$ cat config.mk
export PLATFORM = sky130hd
export DESIGN_NAME = maquina_estados_mascota
export DESIGN_NICKNAME = d
export VERILOG_FILES = /design/src/rtl/maquina_estados_mascota_pkg.sv /design/src/rtl/maquina_estados_mascota_divisor_segundos.sv /design/src/rtl/maquina_estados_mascota.sv
export SDC_FILE = /design/constraint.sdc
export NUM_CORES = 1
export LEC_CHECK = 0
export BUFFER_PORTS_ARGS = -buffer_cell sky130_fd_sc_hd__buf_4
export CAP_MARGIN = 15
export CORE_MARGIN = 4
export CORE_UTILIZATION = 42
export CTS_CLUSTER_SIZE = 28
export DETAILED_ROUTE_END_ITERATION = 8
export PLACE_DENSITY = 0.7
export SYNTH_ARGS = -nofsm -noshare
export SYNTH_HDL_FRONTEND = slang
export SYNTH_SLANG_ARGS = --single-unit
$ cat constraint.sdc
create_clock -name clk -period 2.8 [get_ports clk]
set_clock_uncertainty 0.2 [all_clocks]
set_input_delay 0.28 -clock clk [delete_from_list [all_inputs] [get_ports clk]]
set_output_delay 0.28 -clock clk [all_outputs]
set_load 0.02 [all_outputs]
$ cat src/rtl/maquina_estados_mascota_pkg.sv
// Shared definitions for the pet state machine: state codes, level constants
// and the combinational priority rule that picks the candidate state.
package maquina_estados_mascota_pkg;

  typedef enum logic [2:0] {
    FELIZ      = 3'd0,
    NEUTRO     = 3'd1,
    TRISTE     = 3'd2,
    CANSADO    = 3'd3,
    HAMBRIENTO = 3'd4,
    ENFERMO    = 3'd5,
    MUERTO     = 3'd6,
    TEST       = 3'd7
  } estado_t;

  localparam logic [1:0] NIVEL_VACIO = 2'd0;
  localparam logic [1:0] NIVEL_LLENO = 2'd3;

  // Last display index shown in TEST mode before wrapping back to 0
  localparam logic [2:0] ULTIMO_INDICE = 3'd6;

  // Candidate normal state, first match wins: sickness, hunger, tiredness,
  // sadness, then happy only when every need is at least half full
  function automatic estado_t candidato(input logic [1:0] animo,
                                        input logic [1:0] energia,
                                        input logic [1:0] descanso,
                                        input logic [1:0] medicina);
    if (medicina == NIVEL_VACIO)      return ENFERMO;
    else if (energia == NIVEL_VACIO)  return HAMBRIENTO;
    else if (descanso == NIVEL_VACIO) return CANSADO;
    else if (animo == NIVEL_VACIO)    return TRISTE;
    else if (animo >= 2'd2 && energia >= 2'd2 &&
             descanso >= 2'd2 && medicina >= 2'd2) return FELIZ;
    else                              return NEUTRO;
  endfunction

  // Number of needs that are completely empty
  function automatic logic [2:0] cuenta_vacios(input logic [1:0] animo,
                                               input logic [1:0] energia,
                                               input logic [1:0] descanso,
                                               input logic [1:0] medicina);
    return {2'b00, animo == NIVEL_VACIO}    + {2'b00, energia == NIVEL_VACIO} +
           {2'b00, descanso == NIVEL_VACIO} + {2'b00, medicina == NIVEL_VACIO};
  endfunction

endpackage

$ cat src/rtl/maquina_estados_mascota_divisor_segundos.sv
// One-second tick generator: free-running modulo-CYCLES_PER_SEC counter with a
// synchronous clear and a single-cycle tick on the last count.
module divisor_segundos #(
  parameter int CYCLES_PER_SEC = 50_000_000
) (
  input  logic clk,
  input  logic reset,
  input  logic clear,
  output logic tick
);

  localparam int W = (CYCLES_PER_SEC > 1) ? $clog2(CYCLES_PER_SEC) : 1;
  localparam logic [W-1:0] ULTIMO = W'(CYCLES_PER_SEC - 1);

  logic [W-1:0] cuenta_reg;

  // Count cycles, restarting on the last count or when cleared
  always_ff @(posedge clk or posedge reset) begin
    if (reset)
      cuenta_reg <= '0;
    else if (clear || cuenta_reg == ULTIMO)
      cuenta_reg <= '0;
    else
      cuenta_reg <= cuenta_reg + 1'b1;
  end

  // A clear restarts the second, so it also swallows a tick due that cycle
  assign tick = (cuenta_reg == ULTIMO) && !clear;

endmodule

$ cat src/rtl/maquina_estados_mascota.sv
// Pet state machine: turns the four need levels and the test pulse into the
// displayed state, the refill enables, the change pulse and the alert flag.
module maquina_estados_mascota
  import maquina_estados_mascota_pkg::*;
#(
  parameter int CYCLES_PER_SEC = 50_000_000,
  parameter int DEATH_SEC      = 30,
  parameter int TEST_SEC       = 2
) (
  input  logic       clk,
  input  logic       reset,
  input  logic       test,
  input  logic [1:0] nivel_animo,
  input  logic [1:0] nivel_energia,
  input  logic [1:0] nivel_descanso,
  input  logic [1:0] nivel_medicina,
  output logic [2:0] estado,
  output logic       activo_comida,
  output logic       activo_medicina,
  output logic       cambio_estado,
  output logic       alerta
);

  localparam int DW = $clog2(DEATH_SEC + 1);
  localparam int TW = $clog2(TEST_SEC + 1);
  localparam logic [DW-1:0] MUERTE_MAX  = DW'(DEATH_SEC);
  localparam logic [TW-1:0] TEST_ULTIMO = TW'(TEST_SEC - 1);

  estado_t       estado_reg, estado_next;
  logic          activo_comida_reg, activo_comida_next;
  logic          activo_medicina_reg, activo_medicina_next;
  logic          cambio_reg, cambio_next;
  logic          alerta_reg, alerta_next;
  logic [DW-1:0] muerte_cnt_reg;
  logic [TW-1:0] test_cnt_reg;
  logic [2:0]    indice_reg;

  estado_t    cand;
  logic [2:0] vacios;
  logic       dos_vacios, algun_vacio;
  logic       es_normal, muerte, entra_test, paso, tick;

  assign cand        = candidato(nivel_animo, nivel_energia, nivel_descanso, nivel_medicina);
  assign vacios      = cuenta_vacios(nivel_animo, nivel_energia, nivel_descanso, nivel_medicina);
  assign dos_vacios  = (vacios >= 3'd2);
  assign algun_vacio = (vacios != 3'd0);
  assign es_normal   = (estado_reg != MUERTO) && (estado_reg != TEST);
  // Death takes precedence over a test pulse arriving in the same cycle
  assign muerte      = es_normal && (muerte_cnt_reg == MUERTE_MAX);
  assign entra_test  = es_normal && test && !muerte;
  assign paso        = (estado_reg == TEST) && tick && (test_cnt_reg == TEST_ULTIMO);

  divisor_segundos #(
    .CYCLES_PER_SEC(CYCLES_PER_SEC)
  ) u_divisor (
    .clk  (clk),
    .reset(reset),
    .clear(entra_test),
    .tick (tick)
  );

  // State register, with all outputs registered alongside the state
  always_ff @(posedge clk or posedge reset) begin
    if (reset) begin
      estado_reg          <= FELIZ;
      activo_comida_reg   <= 1'b0;
      activo_medicina_reg <= 1'b0;
      cambio_reg          <= 1'b0;
      alerta_reg          <= 1'b0;
    end else begin
      estado_reg          <= estado_next;
      activo_comida_reg   <= activo_comida_next;
      activo_medicina_reg <= activo_medicina_next;
      cambio_reg          <= cambio_next;
      alerta_reg          <= alerta_next;
    end
  end

  // Next state: MUERTO is terminal, TEST waits for a second pulse
  always_comb begin
    estado_next = estado_reg;
    case (estado_reg)
      MUERTO:  estado_next = MUERTO;
      TEST:    if (test) estado_next = cand;
      default: begin
        if (muerte)      estado_next = MUERTO;
        else if (test)   estado_next = TEST;
        else             estado_next = cand;
      end
    endcase
  end

  // Output values that will accompany the next state
  always_comb begin
    activo_comida_next   = 1'b0;
    activo_medicina_next = 1'b0;
    alerta_next          = 1'b0;
    case (estado_next)
      MUERTO: ;
      TEST: begin
        activo_comida_next   = 1'b1;
        activo_medicina_next = 1'b1;
      end
      default: begin
        activo_comida_next   = (nivel_energia <= 2'd1);
        activo_medicina_next = (estado_next == ENFERMO);
        alerta_next          = algun_vacio;
      end
    endcase
    cambio_next = (estado_next != estado_reg) || paso;
  end

  // Death counter: seconds spent with two or more empty needs, normal states only
  always_ff @(posedge clk or posedge reset) begin
    if (reset)
      muerte_cnt_reg <= '0;
    else if (!es_normal || entra_test || !dos_vacios)
      muerte_cnt_reg <= '0;
    else if (tick && muerte_cnt_reg != MUERTE_MAX)
      muerte_cnt_reg <= muerte_cnt_reg + 1'b1;
  end

  // TEST display stepping: advance the index every TEST_SEC seconds, wrap 6 -> 0
  always_ff @(posedge clk or posedge reset) begin
    if (reset) begin
      test_cnt_reg <= '0;
      indice_reg   <= 3'd0;
    end else if (estado_reg != TEST) begin
      test_cnt_reg <= '0;
      indice_reg   <= 3'd0;
    end else if (tick) begin
      if (test_cnt_reg == TEST_ULTIMO) begin
        test_cnt_reg <= '0;
        indice_reg   <= (indice_reg == ULTIMO_INDICE) ? 3'd0 : indice_reg + 3'd1;
      end else begin
        test_cnt_reg <= test_cnt_reg + 1'b1;
      end
    end
  end

  assign estado          = estado_reg;
  assign activo_comida   = activo_comida_reg;
  assign activo_medicina = activo_medicina_reg;
  assign cambio_estado   = cambio_reg;
  assign alerta          = alerta_reg;

endmodule

Yosys cells after proc, flatten, opt, wreduce, memory -nomap -nowiden
Index checks and enable logic that the tools add are counted.
{"block": "classes", "addsub": 6, "multipliers": 0, "div_mod_pow": 0, "n_lt_le_gt_ge": 6, "eq_ne": 12, "n_shift": 0, "muxes": 18, "bitwise": 0, "n_reduce_logical": 27}
{"op": "$add A26 B1 Y26 const B", "n": 1}
{"op": "$eq A26 B26 Y1 const B", "n": 1}
{"op": "$mux W26", "n": 1}
{"op": "$eq A3 B3 Y1 const B", "n": 5}
{"op": "$mux W3", "n": 5}
{"op": "$logic_and A1 B1 Y1", "n": 11}
{"op": "$mux W2", "n": 5}
{"op": "$mux W5", "n": 2}
{"op": "$ge A2 B2 Y1 const B", "n": 4}
{"op": "$logic_not A2 Y1", "n": 4}
{"op": "$ne A3 B3 Y1 const B", "n": 2}
{"op": "$pmux W3 S2", "n": 1}
{"op": "$add A5 B1 Y5 const B", "n": 1}
{"op": "$eq A5 B5 Y1 const B", "n": 1}
{"op": "$ne A5 B5 Y1 const B", "n": 1}
{"op": "$logic_not A1 Y1", "n": 4}
{"op": "$logic_or A1 B1 Y1", "n": 4}
{"op": "$pmux W1 S2", "n": 2}
{"op": "$reduce_bool A2 Y1", "n": 2}
{"op": "$add A2 B1 Y3", "n": 1}
{"op": "$add A3 B1 Y3", "n": 1}
{"op": "$ge A3 B2 Y1 const B", "n": 1}
{"op": "$ne A3 B3 Y1", "n": 1}
{"op": "$reduce_bool A3 Y1", "n": 1}
{"op": "6 further kinds", "n": 7}
{"block": "word_totals", "reg_bits": 40, "latch_bits": 0, "ramBits": 0, "rom_bits": 0, "input_bits": 11, "out_inout_bits": 7, "word_cells": 77, "mem_count": 0}

Longest topological paths before layout
{"block": "depth", "depth_word": 15, "mapped_depth": 9}

Modules after synthesis
From an unflattened synthesis, not the netlist that was laid out.
{"block": "unflattened", "hier_cells": 242, "hier_area_um2": 2289.7}
{"module": "divisor_segundos", "instances": 1, "cells_per_inst": 157, "area_each_um2": 1440.1, "seq_area_each_um2": 650.6}
{"module": "maquina_estados_mascota", "instances": 1, "cells_per_inst": 85, "area_each_um2": 849.6, "seq_area_each_um2": 350.3}

Worst setup path after synthesis
No wires, ideal clock.
{"block": "synth_timing", "path_kind": "register to register", "startpoint": "register muerte_cnt_reg[0]", "endpoint": "register muerte_cnt_reg[2]", "setup_time_ns": 0.078, "arrival_time_ns": 2.071, "required_time_ns": 2.522, "slack_ns": 0.452, "path_stages_with_launch": 8, "synth_period_minus_slack_ns": 2.348, "cell_sequence": "dfrtp_1 -> inv_1 -> ha_1 -> nand4_4 -> and3_4 -> or4_4 -> or3_1 -> a21oi_1"}
{"block": "synth_via", "elab_chain_len": 8, "elab_cells_between_ends": 14, "classes_between": "add/sub: 1; eq/ne: 2; mux: 2; reduce/logical: 9"}
{"element": "start: declaration", "line_no": "maquina_estados_mascota.sv:34", "text": "logic [DW-1:0] muerte_cnt_reg;"}
{"element": "start signal: assignment", "line_no": "maquina_estados_mascota.sv:120", "text": "muerte_cnt_reg <= muerte_cnt_reg + 1'b1;"}
{"element": "parallel branches: the longest is 8 deep, another holds $add A5 B1 Y5"}
Parallel ways; which one is timed is not known. The select of a mux whose other input is x is not followed.
A chain may end at the register's enable or synchronous reset.

Final worst setup path
{"block": "layout_timing", "startpoint": "input port nivel_energia[1]", "endpoint": "register muerte_cnt_reg[1]"}
{"block": "layout_via", "elab_chain_len": 8, "elab_cells_between_ends": 9, "classes_between": "add/sub: 3; order compare: 1; mux: 1; reduce/logical: 4"}
{"element": "start: declaration", "line_no": "maquina_estados_mascota.sv:14", "text": "input logic [1:0] nivel_energia,"}
{"element": "$logic_not A2 Y1 (*)", "line_no": "maquina_estados_mascota_pkg.sv:42", "text": "return {2'b00, animo == NIVEL_VACIO} + {2'b00, energia == NIVEL_VACIO} +"}
{"element": "$add A1 B1 Y2 (*)", "line_no": "maquina_estados_mascota_pkg.sv:42"}
{"element": "$add A2 B1 Y3 (*)", "line_no": "maquina_estados_mascota_pkg.sv:42"}
{"element": "$add A3 B1 Y3 (*)", "line_no": "maquina_estados_mascota_pkg.sv:43", "text": "{2'b00, descanso == NIVEL_VACIO} + {2'b00, medicina == NIVEL_VACIO};"}
{"element": "$ge A3 B2 Y1 (*)", "line_no": "maquina_estados_mascota.sv:45", "text": "assign dos_vacios = (vacios >= 3'd2);"}
{"element": "$logic_not A1 Y1 (*)", "line_no": "maquina_estados_mascota.sv:117", "text": "else if (!es_normal || entra_test || !dos_vacios)"}
{"element": "$logic_or A1 B1 Y1 (*)", "line_no": "maquina_estados_mascota.sv:117"}
{"element": "$mux W5 or $reduce_bool A2 Y1 (tied branches)"}
Every way passes the cells marked *; elsewhere a longest branch is shown, timed or not.

==> out/results.ini <==
[clock_network]
cts.clk_slew.worst_paths_ps=80
cts_max_path_buffers=2
cts_inserted_buffers=5
cts_tree=yes
cts_num_sinks=40
cts_resized=0
root_buffer=clkbuf_8
clkLatencyLatePin_ps=290
post_cts_buffers=0
htree_levels=2

[global_routing]
overflow=0
grt_first_pass_wirelength_um=7490
grt_use_total=0.146
grt_max_degree=41
first_global_vias=1696
antenna_found_initial=0

[sta]
fin_crit_sh=0.934
slew_headroom=0.566
max_freq_ghz=0.382
setup_tns_ps=0
fin_crit_ps=2620
hold_viol_final=0
tightest_slew_ps=646
setup_slack_ps=185
drv_slew=0
setup-violations-final=0
grt_setup_unrepaired=no

[cells_and_area]
n_fill_cell=491
largest_reg_flops=26
post-route-util=0.499
area_growth_syn_to_layout_pct=15.2
stdcell_count=326
nets=274
regArea_mm2=0.00100
antenna_cells=0
final_cell_mix=nor2_1 (40), dfrtp_1 (40), xnor2_1 (19), buf_4 (19), nand3_1 (15)
multi_input_area_mm2=0.00113
drive_gt1_frac=0.117

[drt]
wl_um=4200
dr.pass1.iters=4
viasPerCell=5.27
vias=1718
drc=0
wire_per_inst_um=12.9
final_antenna_net_count=0
dr.first_iter.drc_count=138

[placed_design]
io_buffers=17
dp_cells=316
place_ws_ps=292
place.gp.congestion=0.888
dp_hpwl_um=2950

[yosys]
synthAdderAreaFrac=0.0490
yosys_most_used_dff=dfrtp_1
synthArstFlopShare=1.00
synth_area_mm2=0.00220
synth_seq_cells=40
synth.area.mux_share=0.00456
synth_area_per_cell_um2=9.42
syn_inst=233
yosysWarnings=0
synth_simple_gate_area_frac=0.292
synth-xor-area-share=0.104
syn-num-nets=252
synthDistinctLibCells=42
synth_compound_area_frac=0.0672
synth_top_family_by_area=simple AND/OR/NAND/NOR gates
synth-seq-area-share=0.456
synth_edf_count=0

[run_status]
status=finished clean

[power]
report.power.total_mw=1.66
p_leak_nw=1.09
power_density_mw_per_mm2=655
irDropWorstVdd_mv=0.431

[run]
max-cap-violations=0

[critical_path]
path_class=input pin to register
reg2reg_slack_ps=280
critPathArrivalTime_ps=2610
critPathRequiredTime_ps=2800
worstSetupStartpointType=input pin
end_kind=register
cp_max_fo=5

[floorplanning]
die_h_um=80.3
row_count=26
start_util=0.433
die_area_mm2=0.00645
boundaryPins=18
coreArea_mm2=0.00507
die_w_um=80.3

[hold_path]
min-delay-path-class=input pin to register

## per-layer routing
layer / vias to the layer above / wire, um / global-route usage
met3: 4 / 163 / 0.0314
li1: 867 / - / -
met5: - / 0 / 0
met4: 0 / 50 / 0.0507
met2: 32 / 2010 / 0.230
met1: 815 / 1980 / 0.198
## repair_timing
item                       4_1_cts  5_1_grt
setup endpoints to repair        0        0
hold buffers                     2        0
hold endpoints to repair        41        0
## area by class of cell
cell class,count,share of cell area
clock inverters,2,0.0138
flip-flops and latches,40,0.396
clock buffers,6,0.0287
inverters,10,0.0148
multi-input cells,177,0.448
well taps,70,0.0346
repair buffers,21,0.0643
## through the flow
stage | hold WS [ps] | area, um^2
floorplan | 173 | 2200
finish | 161 | 2530
CTS | 145 | 2530
global placement | 239 | 2400
global route | 170 | 2530
detailed placement | 246 | 2400
## Yosys cell counts (2+ instances only)
| cell | number | area share |
|---|---|---|
| dfrtp_1 | 40 | 0.46 |
| nor2_1 | 40 | 0.068 |
| xnor2_1 | 19 | 0.076 |
| nand3_1 | 15 | 0.034 |
| nand2_1 | 14 | 0.024 |
| inv_1 | 10 | 0.017 |
| nand4_1 | 9 | 0.026 |
| nor3_1 | 8 | 0.018 |
| ha_1 | 7 | 0.040 |
| xor2_1 | 7 | 0.028 |
| a21oi_1 | 6 | 0.014 |
| and3_1 | 6 | 0.017 |
| nor4_1 | 6 | 0.017 |
| clkbuf_1 | 5 | 0.0085 |
| and2_1 | 4 | 0.011 |
| and4_1 | 3 | 0.012 |
| o21ai_1 | 3 | 0.0068 |
| nor4b_1 | 2 | 0.0080 |
| o21a_1 | 2 | 0.0068 |
| o21ai_0 | 2 | 0.0046 |
| or2_1 | 2 | 0.0057 |
| or3_1 | 2 | 0.0057 |
| or4_1 | 2 | 0.0068 |
## power by group
part	switching, mW	internal (mW)
Sequential	0.0657	0.656
Combinational	0.277	0.198
Clock	0.196	0.264
## cell families (layout without fill, tap and decap cells)
logic type,Yosys count,count (layout)
AND/OR/NAND/NOR,120,120
flip-flops,40,40
XOR/XNOR,26,26
AO/OA/AOI/OAI,22,22
buffers and inverters,16,39
adder cells (fa/ha/maj),8,8
multiplexers,1,1
## worst max-delay path: stages
cell and delay (ps):
dlygate4sd3_1 530, buf_4 110, or2_1 150, inv_1 70
fa_1 510, ha_1 160, inv_1 40, ha_1 190
a211o_1 310, a311oi_1 270
## path summary, 6_finish.rpt
path	startpoint	endpoint	cells past startpoint
max in group asynchronous	reset	u_divisor.cuenta_reg[10]$_DFF_PP0_	4
min reg2reg	u_divisor.cuenta_reg[0]$_DFF_PP0_	u_divisor.cuenta_reg[0]$_DFF_PP0_	1
max reg2reg	muerte_cnt_reg[0]$_DFFE_PP0P_	cambio_estado$_DFF_PP0_	7
max	nivel_energia[1]	muerte_cnt_reg[1]$_DFFE_PP0P_	10
min in group asynchronous	reset	u_divisor.cuenta_reg[13]$_DFF_PP0_	4
min	test	estado[1]$_DFF_PP0_	3
No activity file was read; power rests on OpenSTA's default activity.
